[src/rtl/writeback_stage.sv]
// writeback_stage
//   Final pipeline stage and sole driver of the register-file write port.
//   Results arrive from the MEM stage over a valid/ready handshake, are queued
//   in a DEPTH-entry FIFO and committed one per cycle as registered,
//   single-cycle write pulses. A hazard-unit hold freezes commits, a flush
//   discards everything uncommitted, and a combinational forwarding lookup
//   covers every uncommitted or committing result.
//
// Ports
//   clk, rst                     rising-edge clock, async active-high reset
//   in_valid/in_ready            MEM-stage handshake
//   in_rd/in_data/in_reg_write   destination, value, write-back request
//   flush                        discard all uncommitted entries
//   wb_hold                      register-file port busy, no commit
//   WA/write_data/write_enable   register-file write port (registered)
//   fwd_qa/fwd_hit/fwd_qdata     forwarding query and youngest match
//   retire_count                 committed-write counter (wraps)
module writeback_stage #(
  parameter int DATA_W = 32,
  parameter int ADDR_W = 5,
  parameter int DEPTH  = 2
) (
  input  logic              clk,
  input  logic              rst,
  input  logic              in_valid,
  output logic              in_ready,
  input  logic [ADDR_W-1:0] in_rd,
  input  logic [DATA_W-1:0] in_data,
  input  logic              in_reg_write,
  input  logic              flush,
  input  logic              wb_hold,
  output logic [ADDR_W-1:0] WA,
  output logic [DATA_W-1:0] write_data,
  output logic              write_enable,
  input  logic [ADDR_W-1:0] fwd_qa,
  output logic              fwd_hit,
  output logic [DATA_W-1:0] fwd_qdata,
  output logic [15:0]       retire_count
);

  localparam int PTR_W = $clog2(DEPTH);
  localparam logic [PTR_W:0] C_DEPTH = (PTR_W+1)'(DEPTH);

  logic [ADDR_W-1:0] r_mem_rd   [DEPTH];
  logic [DATA_W-1:0] r_mem_data [DEPTH];
  logic [PTR_W-1:0]  r_wr_ptr;
  logic [PTR_W-1:0]  r_rd_ptr;
  logic [PTR_W:0]    r_count;

  logic [ADDR_W-1:0] r_wa;
  logic [DATA_W-1:0] r_wd;
  logic              r_we;
  logic [15:0]       r_retire;

  logic              w_ready;
  logic              w_accept;
  logic              w_push;
  logic              w_pop;
  logic              w_fwd_hit;
  logic [DATA_W-1:0] w_fwd_data;

  // Readiness looks only at registered occupancy and flush, so a pop on the
  // same edge never frees a slot early.
  assign w_ready  = (r_count < C_DEPTH) & ~flush;
  assign w_accept = in_valid & w_ready;
  // Results with no write-back or targeting r0 complete the handshake but
  // are dropped.
  assign w_push   = w_accept & in_reg_write & (in_rd != ADDR_W'(0));
  assign w_pop    = (r_count != (PTR_W+1)'(0)) & ~wb_hold & ~flush;

  // FIFO storage, pointers and occupancy.
  always_ff @(posedge clk or posedge rst) begin
    if (rst) begin
      r_wr_ptr <= PTR_W'(0);
      r_rd_ptr <= PTR_W'(0);
      r_count  <= (PTR_W+1)'(0);
      for (int i = 0; i < DEPTH; i++) begin
        r_mem_rd[i]   <= ADDR_W'(0);
        r_mem_data[i] <= DATA_W'(0);
      end
    end else if (flush) begin
      r_wr_ptr <= PTR_W'(0);
      r_rd_ptr <= PTR_W'(0);
      r_count  <= (PTR_W+1)'(0);
    end else begin
      if (w_push) begin
        r_mem_rd[r_wr_ptr]   <= in_rd;
        r_mem_data[r_wr_ptr] <= in_data;
        r_wr_ptr             <= r_wr_ptr + PTR_W'(1);
      end
      if (w_pop) begin
        r_rd_ptr <= r_rd_ptr + PTR_W'(1);
      end
      case ({w_push, w_pop})
        2'b10:   r_count <= r_count + (PTR_W+1)'(1);
        2'b01:   r_count <= r_count - (PTR_W+1)'(1);
        default: r_count <= r_count;
      endcase
    end
  end

  // Register-file write port: address/data only change on a commit edge,
  // the strobe lasts exactly one cycle.
  always_ff @(posedge clk or posedge rst) begin
    if (rst) begin
      r_wa <= ADDR_W'(0);
      r_wd <= DATA_W'(0);
      r_we <= 1'b0;
    end else if (w_pop) begin
      r_wa <= r_mem_rd[r_rd_ptr];
      r_wd <= r_mem_data[r_rd_ptr];
      r_we <= 1'b1;
    end else begin
      r_we <= 1'b0;
    end
  end

  // Committed-write counter; a strobe live during a flush still counts.
  always_ff @(posedge clk or posedge rst) begin
    if (rst) begin
      r_retire <= 16'd0;
    end else if (r_we) begin
      r_retire <= r_retire + 16'd1;
    end else begin
      r_retire <= r_retire;
    end
  end

  // Forwarding search from oldest (the strobing output) to youngest FIFO
  // entry so the last match overwrites earlier ones.
  always_comb begin : fwd_search
    logic [PTR_W-1:0] v_idx;
    w_fwd_hit  = 1'b0;
    w_fwd_data = DATA_W'(0);
    v_idx      = r_rd_ptr;
    if (r_we && (r_wa == fwd_qa)) begin
      w_fwd_hit  = 1'b1;
      w_fwd_data = r_wd;
    end else begin
      w_fwd_hit  = 1'b0;
    end
    for (int i = 0; i < DEPTH; i++) begin
      v_idx = r_rd_ptr + PTR_W'(i);
      if (((PTR_W+1)'(i) < r_count) && (r_mem_rd[v_idx] == fwd_qa)) begin
        w_fwd_hit  = 1'b1;
        w_fwd_data = r_mem_data[v_idx];
      end else begin
        w_fwd_hit  = w_fwd_hit;
      end
    end
    // r0 is hard-wired zero and is never forwarded.
    if (fwd_qa == ADDR_W'(0)) begin
      w_fwd_hit  = 1'b0;
      w_fwd_data = DATA_W'(0);
    end else begin
      w_fwd_hit  = w_fwd_hit;
    end
  end

  assign in_ready     = w_ready;
  assign WA           = r_wa;
  assign write_data   = r_wd;
  assign write_enable = r_we;
  assign retire_count = r_retire;
  assign fwd_hit      = w_fwd_hit;
  assign fwd_qdata    = w_fwd_data;

endmodule
[config.mk]
export PLATFORM = sky130hd
export DESIGN_NAME = writeback_stage
export DESIGN_NICKNAME = d
export VERILOG_FILES = /design/src/rtl/writeback_stage.sv
export SDC_FILE = /design/constraint.sdc
export NUM_CORES = 1
export LEC_CHECK = 0
export CORE_MARGIN = 1.5
export CORE_UTILIZATION = 40
export DETAILED_ROUTE_END_ITERATION = 10
export HOLD_SLACK_MARGIN = 0.12
export PLACE_DENSITY_LB_ADDON = 0.1
export SLEW_MARGIN = 30
export SYNTH_ARGS = -nofsm -noshare
export SYNTH_HDL_FRONTEND = slang
export SYNTH_SLANG_ARGS = --single-unit
[constraint.sdc]
create_clock -name clk -period 8.8 [get_ports clk]
set_input_delay 1.76 -clock clk [delete_from_list [all_inputs] [get_ports clk]]
set_output_delay 1.76 -clock clk [all_outputs]
set_load 0.01 [all_outputs]
==> flow_summary.json <==
{
  "die_x_um": 132.2,
  "holdWs_ns": 0.4807,
  "finalSetupTns_ns": 0,
  "synthCells": 512,
  "cp_top_family": "buffers and inverters",
  "hold_viol_final": 0,
  "avgSynthCellArea_um2": 13.05,
  "synth-seq-area-share_pct": 49.44,
  "internal_power_mw": 2.023,
  "area_delta_synth_final_pct": 33.99,
  "synth_edf_count": 0,
  "timing.critical_path.buf_inv": 3,
  "critPathMaxStageDelay_ns": 0.60,
  "critPathLaunchType": "input pin",
  "mostFrequentLayoutCell": "mux2_2",
  "first_global_vias": 4959,
  "leakage_nw": 3.469,
  "cp.required_ns": 7.04,
  "clock_sinks": 132,
  "cp-end-kind": "output pin",
  "gr-total-overflow": 0,
  "place_congestion": 0.7682,
  "viasPerCell": 5.428,
  "cap_viol_max_count": 0,
  "syn-cell-area_um2": 6681,
  "clk_path_buf_depth": 2,
  "cts_tree": "yes",
  "ys_types": 36,
  "cp_max_fo": 18,
  "start_util_pct": 40.58,
  "worst-endpoint-arrival_ns": 4.83,
  "io_pins": 136,
  "cts.repair.resized": 0,
  "numPortBuffers": 135,
  "cp_slowest_cell": "clkdlybuf4s50_1",
  "finalSetupViolations": 0,
  "placementRows": 47,
  "power_switching_share_pct": 30.41,
  "ys_async_sr_fraction_pct": 100.0,
  "final_max_slew_viol_count": 0,
  "grt_pass1_wl_mm": 27.16,
  "ir_drop_uv": 141.3,
  "design_power_total_mw": 2.906,
  "p_comb_share_pct": 34.6,
  "mostFrequentLayoutCells": "137 x mux2_2, 135 x clkdlybuf4s50_1, 131 x dfrtp_1",
  "hold_path.class": "register to register",
  "final_util_pct": 54.37,
  "drc": 0,
  "fmax_mhz": 151.6,
  "antenna_found_initial": 0,
  "clock_latency_ns": 0.41,
  "crit_chain": "clkdlybuf4s50_1 -> xor2_1 -> nor4_1 -> nand3_1 -> a21oi_4 -> buf_16 -> a221oi_1 -> a211oi_1 -> clkdlybuf4s50_1",
  "n_fill_cell": 1423,
  "worst_pin_slew_ns": 0.9153,
  "vias": 4739,
  "die_y_um": 132.2,
  "rsz0062_at_grt": "no",
  "ctsHoldBuffers": 0,
  "synth_seq_cells": 132,
  "synth-main-ff-cell": "dfrtp_1",
  "diodes": 0,
  "status": "finished clean",
  "first_pass_iters": 4,
  "cts_root_buf": "clkbuf_16",
  "grt.total_usage_pct": 19.87,
  "dieArea_um2": 17490,
  "drtAntennaViolNets": 0,
  "pwr-share-clk_pct": 28.3,
  "critPathKind": "input pin to output pin",
  "drtIter0Drc": 255,
  "slew_headroom_pct": 38.98,
  "power.share.sequential_pct": 37.1,
  "grt_max_degree": 82,
  "final_nets": 691,
  "finalCritPeriodShare_pct": 74.93,
  "drive_above_1_share_pct": 28.94,
  "htree_levels": 4,
  "post_cts_buffers": 0,
  "mappedNetlistNets": 563,
  "post-dp-hpwl_mm": 10.75,
  "skew_ns": 0.004822,
  "power_density_nw_per_um2": 324.6,
  "p_switching_mw": 0.8838,
  "final.min_clock_period_ns": 6.594,
  "core_um2": 16470,
  "crit_top_cell": "clkdlybuf4s50_1",
  "path_clk_slew_ns": 0.06,
  "cts_buffers": 17,
  "routedWlPerCell_um": 19.01,
  "synth_warnings": 0,
  "drt-total-wl_mm": 16.60
}
[stage by stage]
| step | area (µm²) | worst slack [ns] | std cells |
|---|---|---|---|
| 6_report | 8952 | 2.206 | 873 |
| 5_1_grt | 8952 | 1.974 | 873 |
| 4_1_cts | 8952 | 2.187 | 873 |
| 3_5_place_dp | 8267 | 2.223 | 841 |
| 3_3_place_gp | 8203 | 1.979 | 839 |
| 2_1_floorplan | 6681 | 3.514 | 512 |
[layout make-up]
cell class / count / area [µm²] / area share, %
Clock buffer: 17 / 425.4 / 4.752
Clock inverter: 15 / 260.3 / 2.907
Inverter: 3 / 16.27 / 0.1817
Multi-Input combinational cell: 342 / 3206 / 35.81
Sequential cell: 132 / 3307 / 36.94
Tap cell: 220 / 275.3 / 3.075
Timing Repair Buffer: 144 / 1463 / 16.34
[power groups by stage]
stage	logic, mW	clock network [mW]	registers [mW]
floorplan	0.632	0	1.07
global placement	0.990	0	1.07
detailed placement	1.01	0	1.09
CTS	1.02	0.839	1.08
global route	1.09	0.867	1.12
finish	1.00	0.822	1.08
[worst paths after layout]
| check | end | cells past startpoint | slack, ns | startpoint |
|---|---|---|---|---|
| setup / recovery | fwd_qdata[19] | 9 | 2.21 | fwd_qa[3] |
| hold / removal | retire_count[15] | 1 | 0.48 | retire_count[15] |
| min in group asynchronous | r_mem_data[47] | 2 | 1.77 | rst |
| hold reg to reg | retire_count[15] | 1 | 0.48 | retire_count[15] |
| setup reg to reg | r_mem_data[32] | 5 | 6.34 | r_count[1] |
| max in group asynchronous | r_rd_ptr | 3 | 5.89 | rst |
[state kept, by name, indices dropped and copies added (netlist names)]
name	flops
WA	5
r_count	2
r_mem_data	64
r_mem_rd	10
r_rd_ptr	1
r_wr_ptr	1
retire_count	16
write_data	32
write_enable	1
[routing by layer]
layer | wire, µm | track usage, %
met1 | 7610 | 25.94
met5 | 0 | 0
met2 | 8095 | 32.72
met3 | 697 | 5.075
met4 | 195 | 5.800
[synth_stat cells (2+ instances only)]
cell type | count | area (µm²)
a211oi_1 | 32 | 240.2
a21oi_1 | 8 | 40.04
a221oi_1 | 32 | 280.3
and3_1 | 3 | 18.77
buf_1 | 2 | 7.510
buf_2 | 14 | 70.07
buf_6 | 7 | 78.83
clkbuf_1 | 11 | 41.29
dfrtp_1 | 132 | 3303
ha_1 | 3 | 37.54
inv_1 | 3 | 11.26
mux2_1 | 2 | 22.52
mux2_2 | 137 | 1543
mux2i_1 | 41 | 410.4
nand2_1 | 8 | 30.03
nand3_1 | 5 | 25.02
nand4_1 | 4 | 25.02
nor2_1 | 16 | 60.06
nor3_1 | 2 | 10.01
nor4_2 | 2 | 25.02
or4_1 | 2 | 15.01
xnor2_1 | 21 | 183.9
xor2_1 | 12 | 105.1
[kinds of logic after synthesis]
group / count (synthesis) / synth area share, %
muxes: 181 / 29.78
DFF: 132 / 49.44
AOI/OAI and AO/OA: 76 / 8.858
and+or+nand+nor: 49 / 3.802
buffers and inverters: 38 / 3.240
xor gates and xnor gates: 33 / 4.326
adders and majority gates: 3 / 0.5619
Power figures use the tool's default switching activity.
